`config.mk`:
```
export PLATFORM = sky130hd
export DESIGN_NAME = mem_access_unit
export DESIGN_NICKNAME = d
export VERILOG_FILES = /design/src/rtl/mem_access_unit.sv
export SDC_FILE = /design/constraint.sdc
export NUM_CORES = 1
export LEC_CHECK = 0
export ABC_CLOCK_PERIOD_IN_PS = 1800
export CORE_UTILIZATION = 41
export DETAILED_ROUTE_END_ITERATION = 6
export GPL_ROUTABILITY_DRIVEN = 0
export GPL_TIMING_DRIVEN = 0
export HOLD_SLACK_MARGIN = 0.12
export PLACE_DENSITY = 0.84
export RECOVER_POWER = 100
export SETUP_SLACK_MARGIN = 0.15
export SLEW_MARGIN = 20
export SYNTH_ARGS = -nofsm -noshare
export SYNTH_HDL_FRONTEND = slang
export SYNTH_SLANG_ARGS = --single-unit
```
`constraint.sdc`:
```
create_clock -name clk -period 1.8 [get_ports clk]
set_input_delay 0.54 -clock clk [delete_from_list [all_inputs] [get_ports clk]]
set_output_delay 0.54 -clock clk [all_outputs]
set_load 0.1 [all_outputs]
```
`src/rtl/mem_access_unit.sv`:
```
// mem_access_unit
// ---------------
// CPU-side requester that sits between the MEM pipeline stage and DataMemory.
// It accepts a single-cycle load/store request from the pipeline and turns it
// into a held memory access. While the access is outstanding it stalls the
// pipeline. The load result is registered. Word accesses that are not 4-byte
// aligned are rejected without touching memory.
//
// Optional feature: define MAU_TIMEOUT_EN to compile in a watchdog. The
// watchdog aborts an access after TIMEOUT cycles in WAIT with no MemReady,
// returns 32'hDEADBEEF as load data, and pulses Timeout. Without the macro,
// WAIT lasts until MemReady arrives and Timeout is tied to 0.
//
// Parameters:
//   ND        nominal memory delay; documentation and bench memory model only
//   TIMEOUT   watchdog limit in WAIT cycles (2..31)
//
// Ports:
//   clk           clock; all state changes on the rising edge
//   reset         asynchronous reset, active low
//   ReqRead       load request, held by the pipeline while Stall=1
//   ReqWrite      store request, held by the pipeline while Stall=1
//                 (wins when both request lines are high)
//   ReqAddress    byte address of the request
//   ReqWriteData  store data
//   Stall         combinational pipeline freeze
//   LoadData      registered load result
//   MisalignErr   combinational; current request rejected (address[1:0] != 0)
//   Timeout       registered one-cycle pulse on watchdog abort
//   MemWrite      registered write strobe to DataMemory
//   Address       registered address to DataMemory
//   WriteData     registered store data to DataMemory
//   ReadData      read data from DataMemory
//   MemReady      access-complete flag from DataMemory
//   dbg_state     current FSM state (IDLE=0, WAIT=1, DONE=2)
//
// Handshake: a request is accepted on the rising edge that ends an IDLE cycle
// in which a request line is high, the address is aligned and reset is
// released. The pipeline keeps the request stable while Stall=1 and advances
// at the end of the first cycle with Stall=0 (the DONE cycle). On the memory
// side, MemReady completes the access on the edge it is sampled high, except
// in the first WAIT cycle, where it may still belong to the previous access.

module mem_access_unit #(
    parameter int ND      = 3,
    parameter int TIMEOUT = 16
) (
    input  logic        clk,
    input  logic        reset,
    input  logic        ReqRead,
    input  logic        ReqWrite,
    input  logic [31:0] ReqAddress,
    input  logic [31:0] ReqWriteData,
    output logic        Stall,
    output logic [31:0] LoadData,
    output logic        MisalignErr,
    output logic        Timeout,
    output logic        MemWrite,
    output logic [31:0] Address,
    output logic [31:0] WriteData,
    input  logic [31:0] ReadData,
    input  logic        MemReady,
    output logic [1:0]  dbg_state
);

    typedef enum logic [1:0] {
        IDLE = 2'd0,
        WAIT = 2'd1,
        DONE = 2'd2
    } state_t;

    generate
        if (TIMEOUT < 2 || TIMEOUT > 31 || ND < 1) begin : g_param_check
            $error("mem_access_unit: TIMEOUT must be 2..31 and ND must be >= 1");
        end
    endgenerate

`ifdef MAU_TIMEOUT_EN
    // Abort on the edge that ends the TIMEOUT-th WAIT cycle.
    localparam logic [4:0] CNT_LIMIT = 5'(TIMEOUT - 1);
`endif

    state_t     state;
    logic [4:0] cnt;
    logic       req;
    logic       aligned;

    assign req       = ReqRead | ReqWrite;
    assign aligned   = (ReqAddress[1:0] == 2'b00);
    assign dbg_state = state;

    // Both outputs are forced low while reset is held.
    assign Stall       = reset & ((state == WAIT) | ((state == IDLE) & req & aligned));
    assign MisalignErr = reset & (state == IDLE) & req & ~aligned;

`ifndef MAU_TIMEOUT_EN
    assign Timeout = 1'b0;
`endif

    always_ff @(posedge clk or negedge reset) begin
        if (!reset) begin
            state     <= IDLE;
            cnt       <= 5'd0;
            MemWrite  <= 1'b0;
            Address   <= 32'd0;
            WriteData <= 32'd0;
            LoadData  <= 32'd0;
`ifdef MAU_TIMEOUT_EN
            Timeout   <= 1'b0;
`endif
        end else begin
`ifdef MAU_TIMEOUT_EN
            Timeout <= 1'b0;
`endif
            case (state)
                IDLE: begin
                    if (req && aligned) begin
                        Address   <= ReqAddress;
                        WriteData <= ReqWriteData;
                        MemWrite  <= ReqWrite;
                        cnt       <= 5'd0;
                        state     <= WAIT;
                    end
                end
                WAIT: begin
                    if (cnt != 5'd31) begin
                        cnt <= cnt + 5'd1;
                    end
                    // cnt==0 masks a MemReady still high from the prior access.
                    if (MemReady && (cnt != 5'd0)) begin
                        MemWrite <= 1'b0;
                        if (!MemWrite) begin
                            LoadData <= ReadData;
                        end
                        state <= DONE;
                    end
`ifdef MAU_TIMEOUT_EN
                    else if (cnt == CNT_LIMIT) begin
                        MemWrite <= 1'b0;
                        LoadData <= 32'hDEADBEEF;
                        Timeout  <= 1'b1;
                        state    <= DONE;
                    end
`endif
                end
                DONE: begin
                    // Requests seen here belong to the completing instruction.
                    state <= IDLE;
                end
                default: begin
                    state <= IDLE;
                end
            endcase
        end
    end

endmodule

```
==> summary.log <==
[die] starting utilization of the core area 42.91%
[sta] Worst Skew 0.01290 ns
[die] number of I/O pins 203
[clocking] Worst-Skew Late Latency 0.36 ns
[logic_synthesis] synthesized net count 353
[clocking] H-tree depth reported by CTS 3
[grt] sum of overflow across all layers after global routing 0
[place] number of input and output port buffers inserted 201
[final_layout] layout overhead on the synthesized area 72.47%
[logic_synthesis] leading cell types by total area after synthesis dfrtp_1 (61%), mux2_4 (17%), mux2_2 (12%), buf_6 (2.4%), ha_1 (0.88%)
[die] number of placement rows 36
[final_layout] Sequential Area 0.002611 sq mm
[route] Initial DRC Count 72
[final_layout] fraction of layout instances using a drive strength above 1 55.47%
[sta] crit path time final 2.107 ns
[route] number of detailed-route iterations in the first pass 4
[logic_synthesis] number of flops mapped to enable cells by yosys 0
[critical_path] Startpoint Class flop
[route] post-detailed-route DRC marker count 0
[place] final HPWL from detailed placement 7765 um
[critical_path] CP max FO 4
[critical_path] type of the worst setup path flop to output pin
[run_status] status complete, but fails checks
[final_layout] final antenna diode count 0
[route] ANT nets after route 0
[route] Routed wire per std cell 18.94 um
[clocking] CTS clk-pin slew, worst paths 0.10 ns
[logic_synthesis] most frequently used flop master after synthesis dfrtp_1
[clocking] number of buffers on the longest clock path 2
[final_layout] area taken by multi-input logic gates 0.001764 sq mm
[logic_synthesis] number of register bits inferred by synthesis 104
[logic_synthesis] count of different cell masters after synthesis 30
[final_layout] net count of the finished layout 611
[final_layout] total non-filler cell area in the finished layout 0.007367 sq mm
[sta] max-slew violations 0
[logic_synthesis] cell area after technology mapping 0.004272 sq mm
[critical_path] crit-path max cell delay 0.52 ns
[run] number of maximum-capacitance violations 0
[logic_synthesis] cell types with the highest counts after synthesis dfrtp_1 (104), mux2_4 (49), mux2_2 (46)
[critical_path] CP Cell Sequence nor2_4 -> nand3b_1 -> a21boi_4 -> buf_12
[sta] unrepaired setup endpoints after global routing yes
[critical_path] required time at the worst-slack endpoint 1.26 ns
[grt] initial antenna violation count 0
[grt] vias in the first global route 3,527
[clocking] Clock Sink Count 104
[clocking] CTS root buf clkbuf_8
[sta] post-route fraction of the period consumed by the critical path 117.1%
[die] width of the die 104.1 um
[die] Chip Height 104.1 um
[critical_path] Crit path buffers/inverters 1
[logic_synthesis] cell count after synthesis 249
[clocking] clock tree from TritonCTS done
[route] DRT Wirelength 12,210 um
[critical_path] Crit. End Element output pin
[logic_synthesis] Yosys warning total 0
[grt] wire length of the first global-routing pass 19,890 um
[critical_path] FF-to-FF path depth 8
[route] total number of vias 3,097
[logic_synthesis] Synth async-reset ratio 100.0%
[critical_path] slowest stage cell, crit path dfrtp_4
[logic_synthesis] cell accounting for the most synthesized area dfrtp_1
[sta] Worst Slack Setup Final -0.3072 ns
[sta] Max transition margin 16.72%
[run_status] violations in the final reports negative setup slack
[worst_hold_path] Tightest Hold Check Type input pin to async pin
[logic_synthesis] dominant cell by count in the synthesized netlist dfrtp_1
[place] cell area after placement 0.006654 sq mm
[logic_synthesis] Mapped Avg Cell Area 17.16 sq um
[critical_path] largest delay contributor family on the critical path flip-flops
[sta] Achievable Freq 474.6 MHz
[logic_synthesis] area share of the largest cell type after synthesis 60.93%
[critical_path] Arrival @ worst endpoint 1.57 ns
[sta] worst-margin pin slew 1.249 ns
[clocking] CTS Buf Count 9
[route] post-detailed-route via-to-cell ratio 4.802
[sta] Hold Fails Final Rpt 0
[logic_synthesis] sequential-to-total area share from yosys stat 60.93%
[critical_path] instance count on the critical path 4
[sta] Final Setup Violations 37
[grt] global router's overall resource usage 23.70%
[final_layout] count of fill cells added during filler insertion 697
[grt] maximum number of pins on one net before global-route repair 40
[die] area inside the core boundary 0.009955 sq mm
[die] overall die area 0.01083 sq mm
==> flip-flops by register name, summed over array words and instances, names as in the netlist <==
signal,flops
MemWrite,1
WriteData,32
dbg_state,2
LoadData,32
Address,32
cnt,5
==> path summary, 6_finish.rpt <==
| path | from | endpoint | slack (ns) |
|---|---|---|---|
| worst min register to register | Address[1] | Address[1] | 0.51 |
| worst min-delay path | reset | LoadData[16] | 0.26 |
| worst max register to register | dbg_state[1] | LoadData[8] | -0.27 |
| min in group clk | Address[1] | Address[1] | 0.51 |
| worst max-delay path | dbg_state[1] | Stall | -0.31 |
| max in group asynchronous | reset | Address[25] | 0.31 |
==> cell usage in the layout (no fill, tap or decap), types with 3 or more instances in the layout <==
master / Yosys / routed
mux2_2: 46 / 14
clkbuf_8: 0 / 9
a32o_1: 3 / 3
mux2_4: 49 / 81
dlygate4sd2_1: 0 / 4
buf_12: 0 / 18
buf_6: 9 / 16
buf_8: 0 / 3
buf_16: 0 / 8
dfrtp_1: 104 / 101
nor2_4: 0 / 3
clkdlybuf4s50_1: 0 / 95
clkbuf_1: 0 / 3
buf_4: 1 / 107
==> worst reg2reg max path, stage by stage (launching register included) <==
cell	delay [ns]
dfrtp_4	0.52
buf_4	0.15
buf_6	0.12
nand3b_1	0.22
nor3_4	0.25
buf_12	0.17
buf_12	0.12
buf_12	0.12
mux2_4	0.31
==> cell families (layout without fill, tap and decap cells) <==
logic type	after synthesis	count (layout)	share of synthesized area, %
buffers and inverters	13	276	2.841
adder cells (fa/ha/maj)	3	3	0.8788
other	1	1	0.08779
AND/OR/NAND/NOR	21	21	3.750
flip-flops	104	104	60.93
XOR/XNOR	1	1	0.2051
multiplexers	95	95	29.35
AO/OA/AOI/OAI	11	11	1.962
==> layout make-up <==
cell class              count  share of cell area (%)
repair buffers            248                   33.46
multi-input cells         132                   23.95
clock buffers              10                   1.732
plain buffers              10                   2.480
inverters                   2                  0.1019
clock inverters             6                  0.5774
well taps                 133                   2.259
flip-flops and latches    104                   35.44
==> routing by layer <==
layer / vias up / wire length, um / share of wire (%) / GRT usage [%]
met3: 19 / 620 / 5.1 / 5.890
met4: 0 / 213 / 1.7 / 4.694
met2: 118 / 6535 / 54 / 42.67
li1: 1403 / - / - / -
met1: 1557 / 4845 / 40 / 28.74
met5: - / 0 / 0 / 0
==> stage by stage <==
step / utilization (%) / TNS (ns) / hold WS (ns) / worst slack, ns / cells
6_report: 74.01 / -7.575 / 0.2576 / -0.3072 / 645
5_1_grt: 74.01 / -10.14 / 0.2986 / -0.3925 / 645
4_1_cts: 74.40 / -4.202 / 0.1837 / -0.3180 / 641
3_5_place_dp: 66.84 / -64.68 / 0.4311 / -1.600 / 584
3_3_place_gp: 66.55 / -452.08 / 0.4724 / -5.006 / 583
2_1_floorplan: - / -0.9670 / 0.2444 / -0.5872 / 249
==> repair_timing <==
| action | in CTS | in global routing |
|---|---|---|
| endpoints found under the hold margin | 27 | 0 |
| cloned | 12 | 0 |
| hold buffers | 3 | 0 |
| setup endpoints to repair | 198 | 94 |
| resized for setup | 665 | 12 |
| setup buffers | 27 | 4 |
| pin swaps | 8 | 2 |
Power is not shown: default switching activity piles up to over one toggle a cycle in this logic, so the estimate is an artifact.
